$ cat src/rtl/imdct_pkg.sv
// rtl/imdct_pkg.sv - shared defaults, FSM state and sample type for the IMDCT block reader
package imdct_pkg;

  localparam int SAMPLE_W  = 18;
  localparam int BLOCK_LEN = 18;

  typedef enum logic {
    IDLE   = 1'b0,
    STREAM = 1'b1
  } state_t;

  typedef logic [SAMPLE_W-1:0] sample_t;

endpackage

$ cat src/rtl/imdct_block_reader_if.sv
// rtl/imdct_block_reader_if.sv - parallel block load and serial sample stream bundle
interface imdct_block_reader_if #(
  parameter int N     = imdct_pkg::SAMPLE_W,
  parameter int COUNT = imdct_pkg::BLOCK_LEN,
  localparam int IDXW = $clog2(COUNT)
);

  logic                 loadEnable;
  logic                 loadReady;
  logic [COUNT*N-1:0]   dataIn;
  logic [N-1:0]         dataOut;
  logic                 outValid;
  logic                 outReady;
  logic                 outLast;
  logic [IDXW-1:0]      outIndex;

  // master: block writer plus downstream consumer; slave: the block reader
  modport master (
    output loadEnable, dataIn, outReady,
    input  loadReady, dataOut, outValid, outLast, outIndex
  );

  modport slave (
    input  loadEnable, dataIn, outReady,
    output loadReady, dataOut, outValid, outLast, outIndex
  );

endinterface

$ cat src/rtl/imdct_sample_bank.sv
// rtl/imdct_sample_bank.sv - COUNT x N register array with parallel load and indexed read
module imdct_sample_bank
  import imdct_pkg::*;
#(
  parameter int N     = SAMPLE_W,
  parameter int COUNT = BLOCK_LEN,
  localparam int IDXW = $clog2(COUNT)
) (
  input  logic               clk,
  input  logic               rst,
  input  logic               load,
  input  logic [COUNT*N-1:0] din,
  input  logic [IDXW-1:0]    rd_idx,
  output logic [N-1:0]       rd_data
);

  localparam logic [IDXW-1:0] LAST_IDX = IDXW'(COUNT - 1);

  logic [N-1:0] mem [COUNT];

  always_ff @(posedge clk or negedge rst) begin
    if (!rst) begin
      for (int k = 0; k < COUNT; k++) mem[k] <= '0;
    end else if (load) begin
      for (int k = 0; k < COUNT; k++) mem[k] <= din[k*N +: N];
    end
  end

  // guard keeps non-power-of-two depths from reading past the array
  always_comb begin
    rd_data = '0;
    if (rd_idx <= LAST_IDX) rd_data = mem[rd_idx];
  end

endmodule

$ cat src/rtl/imdct_block_reader.sv
// rtl/imdct_block_reader.sv - captures a parallel sample block and streams it out one sample per cycle
module imdct_block_reader
  import imdct_pkg::*;
#(
  parameter int N     = SAMPLE_W,
  parameter int COUNT = BLOCK_LEN,
  localparam int IDXW = $clog2(COUNT)
) (
  input  logic                 clk,
  input  logic                 rst,
  imdct_block_reader_if.slave  bus
);

  localparam logic [IDXW-1:0] LAST_IDX = IDXW'(COUNT - 1);

  state_t          state, state_next;
  logic [IDXW-1:0] idx, idx_next;
  logic [N-1:0]    data, data_next;
  logic [N-1:0]    bank_data;
  logic [IDXW-1:0] rd_idx;
  logic            last;
  logic            xfer;
  logic            load;

  assign last          = (idx == LAST_IDX);
  assign bus.outValid  = (state == STREAM);
  assign bus.outLast   = bus.outValid && last;
  assign bus.outIndex  = idx;
  assign bus.dataOut   = data;
  assign xfer          = bus.outValid && bus.outReady;
  // last-beat acceptance lets the next block start with no bubble
  assign bus.loadReady = (state == IDLE) || (bus.outLast && bus.outReady);
  assign load          = bus.loadEnable && bus.loadReady;
  assign rd_idx        = last ? '0 : IDXW'(idx + 1'b1);

  imdct_sample_bank #(
    .N     (N),
    .COUNT (COUNT)
  ) u_bank (
    .clk     (clk),
    .rst     (rst),
    .load    (load),
    .din     (bus.dataIn),
    .rd_idx  (rd_idx),
    .rd_data (bank_data)
  );

  always_ff @(posedge clk or negedge rst) begin
    if (!rst) begin
      state <= IDLE;
      idx   <= '0;
      data  <= '0;
    end else begin
      state <= state_next;
      idx   <= idx_next;
      data  <= data_next;
    end
  end

  // sample 0 comes straight from dataIn since the bank is written on the same edge
  always_comb begin
    state_next = state;
    idx_next   = idx;
    data_next  = data;
    case (state)
      IDLE: begin
        if (load) begin
          state_next = STREAM;
          idx_next   = '0;
          data_next  = bus.dataIn[N-1:0];
        end
      end
      STREAM: begin
        if (load) begin
          idx_next  = '0;
          data_next = bus.dataIn[N-1:0];
        end else if (xfer) begin
          if (last) begin
            state_next = IDLE;
            idx_next   = '0;
            data_next  = '0;
          end else begin
            idx_next  = IDXW'(idx + 1'b1);
            data_next = bank_data;
          end
        end
      end
      default: begin
        state_next = IDLE;
        idx_next   = '0;
        data_next  = '0;
      end
    endcase
  end

endmodule

$ cat src/flat_wrapper.sv
// flat-port wrapper written by rule: the top's interface ports become plain ports
module imdct_block_reader_flat import imdct_pkg::*;
#(
  parameter int N     = SAMPLE_W,
  parameter int COUNT = BLOCK_LEN,
  localparam int IDXW = $clog2(COUNT)
)
  (clk, rst, bus_loadEnable, bus_dataIn, bus_outReady, bus_loadReady, bus_dataOut, bus_outValid, bus_outLast, bus_outIndex);
  imdct_block_reader_if #(.N(N), .COUNT(COUNT)) bus_i ();
  input  logic clk;
  input  logic rst;
  input wire logic [$bits(bus_i.loadEnable)-1:0] bus_loadEnable;
  input wire logic [$bits(bus_i.dataIn)-1:0] bus_dataIn;
  input wire logic [$bits(bus_i.outReady)-1:0] bus_outReady;
  output wire logic [$bits(bus_i.loadReady)-1:0] bus_loadReady;
  output wire logic [$bits(bus_i.dataOut)-1:0] bus_dataOut;
  output wire logic [$bits(bus_i.outValid)-1:0] bus_outValid;
  output wire logic [$bits(bus_i.outLast)-1:0] bus_outLast;
  output wire logic [$bits(bus_i.outIndex)-1:0] bus_outIndex;
  assign bus_i.loadEnable = bus_loadEnable;
  assign bus_i.dataIn = bus_dataIn;
  assign bus_i.outReady = bus_outReady;
  assign bus_loadReady = bus_i.loadReady;
  assign bus_dataOut = bus_i.dataOut;
  assign bus_outValid = bus_i.outValid;
  assign bus_outLast = bus_i.outLast;
  assign bus_outIndex = bus_i.outIndex;
  imdct_block_reader #(.N(N), .COUNT(COUNT)) u_core (.clk(clk), .rst(rst), .bus(bus_i));
endmodule
$ cat config.mk
export PLATFORM = sky130hd
export DESIGN_NAME = imdct_block_reader_flat
export DESIGN_NICKNAME = d
export VERILOG_FILES = /design/src/rtl/imdct_pkg.sv /design/src/rtl/imdct_block_reader_if.sv /design/src/rtl/imdct_sample_bank.sv /design/src/rtl/imdct_block_reader.sv /design/src/flat_wrapper.sv
export SDC_FILE = /design/constraint.sdc
export NUM_CORES = 1
export LEC_CHECK = 0
export CAP_MARGIN = 20
export CELL_PAD_IN_SITES_DETAIL_PLACEMENT = 0
export CELL_PAD_IN_SITES_GLOBAL_PLACEMENT = 1
export CORE_MARGIN = 2
export CORE_UTILIZATION = 38
export CTS_CLUSTER_DIAMETER = 30
export CTS_CLUSTER_SIZE = 12
export DETAILED_ROUTE_END_ITERATION = 10
export PLACE_DENSITY = 0.83
export SYNTH_ARGS = -nofsm -noshare
export SYNTH_HDL_FRONTEND = slang
export SYNTH_SLANG_ARGS = --single-unit
$ cat constraint.sdc
create_clock -name clk -period 3.2 [get_ports clk]
set_input_delay 0.64 -clock clk [delete_from_list [all_inputs] [get_ports clk]]
set_output_delay 0.64 -clock clk [all_outputs]
set_load 0.02 [all_outputs]
==> run_results.csv, run 1 <==
group,metric,value,unit
global_routing,grtUsageTotal,28.2,%
cts,cts_buffer_depth,3,
timing,clock-skew-final,0.0219,ns
cts,cts_tree,"yes",
worst_setup_path,rrSetupSlack,0.19,ns
power_and_ir_drop,switching_power,0.00734,W
drt,ant_nets,0,
drt,drt_iter0_drc,1303,
global_routing,grt-ovfl-total,0,
power_and_ir_drop,p_clk_share,39.4,%
die,die_area,0.0449,mm²
cts,cts_made_buffers,79,
worst_setup_path,rr_startpoint,"u_core.bus.outIndex[1]",
drt,wl_met1,27500,µm
die,fp.dieW,212,µm
cts,cts.htree.levels,3,
die,rows,76,
power_and_ir_drop,power_density,906,mW/mm²
power_and_ir_drop,combPwrFrac,29.2,%
placement,gp_congestion,0.915,
global_routing,grt_pass1_wl,95400,µm
global_routing,grt_pass1_vias,15939,
die,start_util,38.3,%
die,ios,354,
status,status,"complete, no violations",
cells_and_area,finish.utilization,54.8,%
drt,drt_drc_violations_left,0,
power_and_ir_drop,p_int,0.0139,W
worst_setup_path,slowest_delay,0.64,ns
power_and_ir_drop,vdd_drop_max,413,µV
worst_setup_path,cp.buffers_inverters,4,
timing,rsz0062_at_grt,"false",
cells_and_area,final_cell_mix,"1,061 x nand2_1, 350 x clkdlybuf4s50_1, 348 x dfrtp_1",
yosys,yosysWarnings,0,
worst_setup_path,crit_type,"reg2reg",
worst_setup_path,critical-path-slowest-cell,"a311oi_1",
yosys,ys.flop_type,"dfrtp_1",
worst_setup_path,path_max_fanout,45,
worst_setup_path,crit_chain,"inv_1 -> ha_2 -> nor4bb_2 -> buf_4 -> buf_4 -> nor2_4 -> buf_6 -> nand2_1 -> a311oi_1 -> o22ai_1 -> a31oi_1",
placement,io_buffers,353,
worst_setup_path,cp-startpoint,"u_core.bus.outIndex[1]",
worst_setup_path,r2r_cells,11,
yosys,ys_ff_latch,348,
worst_setup_path,rr_endpoint,"u_core.bus.dataOut[11]",
yosys,synth.avg_cell_area,8.26,µm²
yosys,syn-cell-area,0.0164,mm²
timing,fmax,332,MHz
timing,fin_crit_sh,94.1,%
drt,top_layer_used,"met5",
worst_setup_path,cp.required,3.70,ns
die,dieHeight,212,µm
global_routing,antenna_found_initial,4,
power_and_ir_drop,power_frac_seq,31.4,%
worst_setup_path,cp_common_cell,"buf_4",
yosys,ys_seq_area_share,53.0,%
worst_hold_path,hp-class,"in2async",
yosys,synth_fp_nets,2317,
drt,firstDrtPassIters,8,
yosys,netlist.area_leader.share,53.0,%
drt,via_per_inst,5.24,
cells_and_area,final_common_cell,"nand2_1",
timing,slew-limit-headroom,52.0,%
timing,worstMarginPinSlew,0.720,ns
worst_setup_path,arrival,3.51,ns
cts,clkSlewWorstSetupHoldPaths,0.05,ns
yosys,synth-async-reset-ratio,100,%
yosys,synth_cell_types,49,
timing,setup_viol,0,
power_and_ir_drop,swShare,34.5,%
die,core,0.0429,mm²
global_routing,grt_max_degree,120,
worst_setup_path,start_kind,"flop",
drt,wl_per_cell,21.0,µm
timing,whs,0.0979,ns
timing,drv_slew,0,
timing,fin_crit,3.01,ns
yosys,synth_edf_count,0,
cts,root_buffer,"clkbuf_16",
drt,route.met2.wl,28800,µm
timing,tns,0,ns
cells_and_area,fin_nets,2683,
placement,hpwlAfterDp,45500,µm
timing,hold_viol_final,0,
drt,wl,63000,µm
job,cap_violations,0,
drt,vias,15739,
yosys,netlist.top_cell.by_area,"dfrtp_1",
cells_and_area,area_growth,43.2,%
yosys,syn_inst,1987,
cts,cts.sinks,348,
cts,clock_latency,0.59,ns
worst_setup_path,end_kind,"flop",
power_and_ir_drop,p_leak,11.5,nW
cells_and_area,drive_gt1_share,9.24,%
yosys,synth.area.top_cells,"dfrtp_1 53%, nand2_1 24%, mux2i_1 3.2%",
drt,wl_met3,4970,µm
worst_setup_path,path_delay_family,"compound AO/OA/AOI/OAI gates",
==> through the flow <==
step                power (W)  worst slack, ns  area [µm²]  std cells
floorplan             0.00981            0.839       16400       1987
global placement       0.0128            0.211       20700       2856
detailed placement     0.0128            0.256       20700       2856
CTS                    0.0213           0.0731       23500       2999
global route           0.0223           0.0648       23500       2999
finish                 0.0213            0.188       23500       3001
==> Yosys cell counts, drive strengths merged (10+ instances only) <==
library cell and n:
clkbuf 68, a22oi 26, o22ai 23, nand2 1063
buf 67, a31oi 34, a221oi 15, inv 17
nor2b 10, nor2 23, nand3 10, mux2i 53
a21oi 66, a211oi 24, o221ai 28, o21ai 50
dfrtp 348
==> layout make-up <==
cell class / instances / area, µm²
Clock buffer: 93 / 2130
Tap cell: 585 / 732
Inverter: 17 / 63.8
Fill cell: 3939 / 19400
Clock inverter: 49 / 644
Sequential cell: 348 / 8710
Timing Repair Buffer: 420 / 4240
Multi-Input combinational cell: 1487 / 6990
Antenna cell: 2 / 5.00
==> state kept, by name, indices dropped and copies added (netlist names) <==
| register | count |
|---|---|
| u_core.bus.dataOut | 18 |
| u_core.u_bank.mem | 324 |
| u_core.bus.outValid | 1 |
| u_core.bus.outIndex | 5 |
==> cells by family (layout without fill, tap and decap cells) <==
group	count (synthesis)	in the layout	synth area share [%]
simple gates	1132	1132	26.6
fa+ha+maj	2	2	0.152
mux	54	54	3.30
compound gates	296	296	11.9
xor+xnor	3	3	0.160
flops	348	348	53.0
buf+inv	152	579	4.79
other cells	0	2	0
==> per-layer routing <==
metal  GRT usage [%]  vias to the layer above
li1                -                     7286
met1            38.7                     7674
met2            44.5                      664
met3            6.20                      109
met4            9.20                        6
met5               0                        -
==> what timing repair did <==
action	in CTS	in global routing
setup endpoints to repair	1	1
buffers inserted	1	0
hold endpoints to repair	0	0
pin swaps	0	0
resized for setup	1	1
hold buffers	0	0
==> power groups by stage <==
stage / logic (W) / clock network, W / registers, W
after CTS: 0.00618 / 0.00846 / 0.00666
after global routing: 0.00677 / 0.00870 / 0.00681
after global placement: 0.00605 / 0 / 0.00670
final: 0.00623 / 0.00838 / 0.00669
after floorplan: 0.00330 / 0 / 0.00651
after detailed placement: 0.00613 / 0 / 0.00669
==> worst max path at each step <==
| stage | depth (start not counted) | end | slack [ns] |
|---|---|---|---|
| CTS | 11 | u_core.bus.dataOut[11] | 0.07 |
| global placement | 10 | u_core.bus.dataOut[11] | 0.21 |
| finish | 11 | u_core.bus.dataOut[11] | 0.19 |
| floorplan | 10 | u_core.bus.dataOut[15] | 0.84 |
| detailed placement | 10 | u_core.bus.dataOut[11] | 0.26 |
| global route | 11 | u_core.bus.dataOut[11] | 0.06 |
(Power assumes the default switching activity.)
==> run 2: changes to the inputs <==
--- a/config.mk
+++ b/config.mk
@@ -16,2 +16,3 @@
 export PLACE_DENSITY = 0.83
+export REMOVE_ABC_BUFFERS = 1
 export SYNTH_ARGS = -nofsm -noshare
--- a/constraint.sdc
+++ b/constraint.sdc
@@ -3,2 +3,2 @@
 set_output_delay 0.64 -clock clk [all_outputs]
-set_load 0.02 [all_outputs]
+set_load 0.05 [all_outputs]
==> run_results.csv, run 2 (same netlist as run 1, synthesis figures left out) <==
group,metric,value,unit
worst_setup_path,crit_type,"reg2out",
worst_setup_path,rr_startpoint,"u_core.bus.outIndex[1]",
global_routing,grt_max_degree,103,
drt,drt_drc_violations_left,0,
cells_and_area,layoutNonFillerInstCount,3005,
placement,io_buffers,353,
placement,gp_congestion,0.824,
cts,cts.htree.levels,3,
cells_and_area,top_register,"u_core.u_bank.mem",
die,die_area,0.0449,mm²
cts,post_cts_buffers,0,
worst_setup_path,end_kind,"primary output",
drt,ant_nets,0,
power_and_ir_drop,total_power,0.0213,W
die,rows,76,
timing,setup_viol,0,
worst_setup_path,cp-startpoint,"u_core.bus.outIndex[0]",
cts,clock_latency,0.59,ns
die,dieHeight,212,µm
worst_setup_path,arrival,2.37,ns
worst_setup_path,cp_common_cell,"nand2_1",
cts,cts_made_buffers,80,
global_routing,antenna_found_initial,2,
power_and_ir_drop,vdd_drop_max,461,µV
drt,wl,57700,µm
power_and_ir_drop,p_leak,11.5,nW
worst_setup_path,path_max_fanout,9,
worst_setup_path,critical-path-slowest-cell,"dfrtp_2",
timing,hold_viol_final,0,
cts,cts_hold_buf,0,
drt,vias,15460,
global_routing,grt_pass1_wl,87600,µm
cells_and_area,final_cell_mix,"1,061 x nand2_1, 350 x clkdlybuf4s50_1, 347 x dfrtp_1",
cts,clkSlewWorstSetupHoldPaths,0.05,ns
timing,clock-skew-final,0.0198,ns
global_routing,grtUsageTotal,25.5,%
worst_setup_path,endpoint,"bus_loadReady",
worst_setup_path,rrSetupSlack,0.24,ns
timing,whs,0.00198,ns
worst_setup_path,slowest_delay,0.53,ns
cells_and_area,largest_register_ffs,324,
drt,firstDrtPassIters,5,
timing,rsz0062_at_grt,"false",
cts,cts_tree,"yes",
status,status,"complete, no violations",
timing,drv_slew,0,
worst_setup_path,r2r_cells,10,
cts,cts_buffer_depth,3,
timing,worstMarginPinSlew,0.997,ns
die,core,0.0429,mm²
placement,hpwlAfterDp,39100,µm
power_and_ir_drop,power_density,904,mW/mm²
cells_and_area,final_common_cell,"nand2_1",
timing,fmax,332,MHz
die,fp.dieW,212,µm
worst_setup_path,crit_chain,"ha_2 -> nor4bb_2 -> buf_4 -> nand2_1 -> nand2_1 -> buf_12",
cts,root_buffer,"clkbuf_16",
die,ios,354,
cts,cts_resized,0,
worst_hold_path,hp-class,"in2async",
drt,wl_per_cell,19.2,µm
timing,fin_crit_sh,94.1,%
worst_setup_path,cp.required,2.56,ns
job,cap_violations,0,
global_routing,grt_pass1_vias,15812,
worst_setup_path,rr_endpoint,"u_core.bus.dataOut[11]",
cts,cts.sinks,348,
timing,slew-limit-headroom,33.5,%
cells_and_area,fill_cells,3901,
cells_and_area,area_growth,43.9,%
drt,drt_iter0_drc,1367,
drt,via_per_inst,5.14,
cells_and_area,drive_gt1_share,9.51,%
global_routing,grt-ovfl-total,0,
die,start_util,38.3,%
timing,fin_crit,3.01,ns
worst_setup_path,start_kind,"flop",
placement,dpl.cell_count,2856,
cells_and_area,fin_nets,2686,
run 2: layer usage:
layer / vias to the layer above / track usage (%) / wire length [µm]
met5: - / 0 / 27
met4: 4 / 9.52 / 1760
met2: 640 / 40.7 / 26600
li1: 7279 / - / -
met3: 109 / 6.32 / 4420
met1: 7428 / 33.7 / 24900
run 2: where the power goes:
group	total [W]	leakage, nW	switching [W]	internal [W]
Sequential	0.00654	4.51	0.000793	0.00575
Combinational	0.00641	5.63	0.00395	0.00246
Clock	0.00839	1.37	0.00261	0.00578
run 2: worst max-delay path, delay by kind of cell, from the launching register on:
kind,cells,cell delay (ns)
and+or+nand+nor,3,0.51
DFF,1,0.53
buffers and inverters,2,0.46
adders and majority gates,1,0.29
run 2: through the flow:
| step | TNS, ns | setup slack [ns] | area [µm²] | util [%] |
|---|---|---|---|---|
| 2_1_floorplan | -1913.74 | -6.27 | 15700 | - |
| 3_3_place_gp | 0 | 0.158 | 20800 | 48.5 |
| 3_5_place_dp | 0 | 0.0700 | 20800 | 48.5 |
| 4_1_cts | 0 | 0.0345 | 23600 | 55.0 |
| 5_1_grt | 0 | 0.0942 | 23600 | 55.1 |
| 6_report | 0 | 0.188 | 23600 | 55.1 |
run 2: worst min-delay path by stage:
stage                     slack (ns)                    from                endpoint
after global routing            0.04                     rst  u_core.u_bank.mem[256]
after detailed placement        0.46  u_core.u_bank.mem[196]  u_core.u_bank.mem[196]
after CTS                       0.03                     rst  u_core.u_bank.mem[300]
after global placement          0.45  u_core.u_bank.mem[197]  u_core.u_bank.mem[197]
final                          0.002                     rst  u_core.u_bank.mem[256]
after floorplan                 0.34                     rst   u_core.bus.dataOut[0]
run 2: final cells by class:
class / count / area [µm²] / area share [%]
antenna: 1 / 2.50 / 0.0106
clock buffer: 96 / 2160 / 9.16
clock inverter: 49 / 639 / 2.71
inverter: 17 / 63.8 / 0.270
multi-input combinational: 1488 / 7030 / 29.8
sequential: 348 / 8710 / 36.9
tap: 585 / 732 / 3.10
timing repair buffer: 421 / 4280 / 18.1
==> run 3: changes to the inputs <==
Settings changed: PLACE_DENSITY 0.83 to 0.82, SETUP_SLACK_MARGIN from default to 0.05.
==> run_results.csv, run 3 (same netlist as run 1, synthesis figures left out) <==
group,metric,value,unit
global_routing,grt_pass1_vias,16068,
power_and_ir_drop,p_clk_share,39.8,%
worst_setup_path,arrival,2.39,ns
drt,drt_drc_violations_left,0,
die,dieHeight,212,µm
drt,firstDrtPassIters,5,
placement,hpwlAfterDp,39000,µm
drt,route.met2.wl,26600,µm
cts,clock_latency,0.61,ns
drt,wl_met3,4550,µm
timing,fin_crit,3.03,ns
worst_setup_path,slowest_delay,0.87,ns
drt,wl,57500,µm
worst_setup_path,crit_chain,"buf_4 -> clkdlybuf4s50_1",
worst_setup_path,critical-path-slowest-cell,"clkdlybuf4s50_1",
worst_setup_path,start_kind,"flop",
placement,gp_congestion,0.836,
die,ios,354,
cells_and_area,final_common_cell,"nand2_1",
timing,setup_viol,0,
die,fp.dieW,212,µm
placement,dp_worst_setup_slack,0.331,ns
drt,wl_per_cell,19.1,µm
cells_and_area,largest_register_ffs,324,
cts,cts_buffer_depth,3,
drt,drt_iter0_drc,1298,
drt,wl_met1,24700,µm
power_and_ir_drop,p_int,0.0141,W
power_and_ir_drop,power_density,910,mW/mm²
placement,io_buffers,353,
power_and_ir_drop,combPwrFrac,29.7,%
status,status,"complete, no violations",
worst_setup_path,cp.required,2.56,ns
timing,clock-skew-final,0.0240,ns
worst_setup_path,path_delay_family,"buffers and inverters",
global_routing,grt_max_degree,105,
timing,fmax,330,MHz
cells_and_area,final_cell_mix,"1,061 x nand2_1, 350 x clkdlybuf4s50_1, 347 x dfrtp_1",
timing,hold_viol_final,0,
cts,cts.htree.levels,3,
global_routing,grt-ovfl-total,0,
power_and_ir_drop,p_leak,11.5,nW
die,start_util,38.3,%
timing,worstMarginPinSlew,0.829,ns
drt,vias,15589,
cts,clkSlewWorstSetupHoldPaths,0.04,ns
power_and_ir_drop,swShare,34.6,%
worst_setup_path,path_max_fanout,15,
timing,fin_ws,0.170,ns
global_routing,antenna_found_initial,4,
cts,cts.sinks,348,
worst_setup_path,end_kind,"primary output",
drt,via_per_inst,5.18,
timing,slew-limit-headroom,44.7,%
worst_hold_path,hp-class,"in2async",
cts,cts_made_buffers,85,
power_and_ir_drop,vdd_drop_max,508,µV
worst_setup_path,cp.buffers_inverters,2,
timing,rsz0062_at_grt,"false",
job,cap_violations,0,
cells_and_area,final_area,0.0236,mm²
die,core,0.0429,mm²
global_routing,grtUsageTotal,26.0,%
timing,drv_slew,0,
drt,top_layer_used,"met5",
die,die_area,0.0449,mm²
placement,dpl_cell_area,0.0207,mm²
die,rows,76,
cells_and_area,area_growth,44.0,%
timing,fin_crit_sh,94.7,%
cells_and_area,fin_nets,2688,
power_and_ir_drop,power_frac_seq,30.5,%
cells_and_area,drive_gt1_share,9.56,%
drt,ant_nets,0,
global_routing,grt_pass1_wl,89200,µm
power_and_ir_drop,switching_power,0.00746,W
cells_and_area,top_register,"u_core.u_bank.mem",
cts,root_buffer,"clkbuf_16",
cts,cts_hold_buf,0,
worst_setup_path,crit_type,"reg2out",
cts,cts_tree,"yes",
==> run 3: power groups by stage <==
stage	Sequential (W)	Clock (W)	Combinational (W)
2_1_floorplan	0.00685	0	0.00313
3_3_place_gp	0.00651	0	0.00628
3_5_place_dp	0.00658	0	0.00635
4_1_cts	0.00653	0.00867	0.00642
5_1_grt	0.00670	0.00892	0.00702
6_report	0.00655	0.00857	0.00640
==> run 3: layout make-up <==
type	count	area, µm²
fillers	3849	19200
flip-flops and latches	348	8710
multi-input cells	1487	7030
repair buffers	419	4200
clock buffers	112	2380
well taps	585	732
clock inverters	43	517
inverters	17	63.8
diodes	1	2.50
==> run 3: worst paths after layout <==
path	start	to	slack (ns)	cells past startpoint
max	u_core.bus.outIndex[0]	bus_outIndex[0]	0.17	2
min	rst	u_core.u_bank.mem[256]	0.1	1
max reg2reg	u_core.bus.outIndex[0]	u_core.bus.dataOut[17]	0.28	8
min reg2reg	u_core.u_bank.mem[265]	u_core.u_bank.mem[265]	0.47	2
max in group asynchronous	rst	u_core.u_bank.mem[101]	2.14	2
min in group clk	u_core.u_bank.mem[265]	u_core.u_bank.mem[265]	0.47	2
==> run 3: worst register-to-register path, cell delays in order (launching register included) <==
cell and delay (ns):
dfrtp_2 0.50, buf_4 0.28, inv_2 0.36, nand2_4 0.39, buf_4 0.33, a211oi_1 0.25
a31oi_1 0.08, o21ai_0 0.44, a31oi_1 0.15
==> run 3: metrics by stage <==
stage	total power, W	hold slack (ns)	TNS, ns	instances	utilization (%)
floorplan	0.00999	0.344	-1913.74	1852	-
CTS	0.0216	0.111	0	3011	55.1
global placement	0.0128	0.454	0	2856	48.3
detailed placement	0.0129	0.456	0	2856	48.3
global route	0.0226	0.121	0	3011	55.1
finish	0.0215	0.0953	0	3012	55.1
==> run 3: routing by layer <==
metal,vias to the layer above,track usage [%]
met5,-,0
met4,6,8.91
met2,635,41.5
li1,7294,-
met3,119,6.56
met1,7535,34.3
==> run 3: repair_timing <==
item / 4_1_cts / 5_1_grt
resized for setup: 0 / 1
setup buffers: 0 / 0
endpoints found under the setup margin: 0 / 1
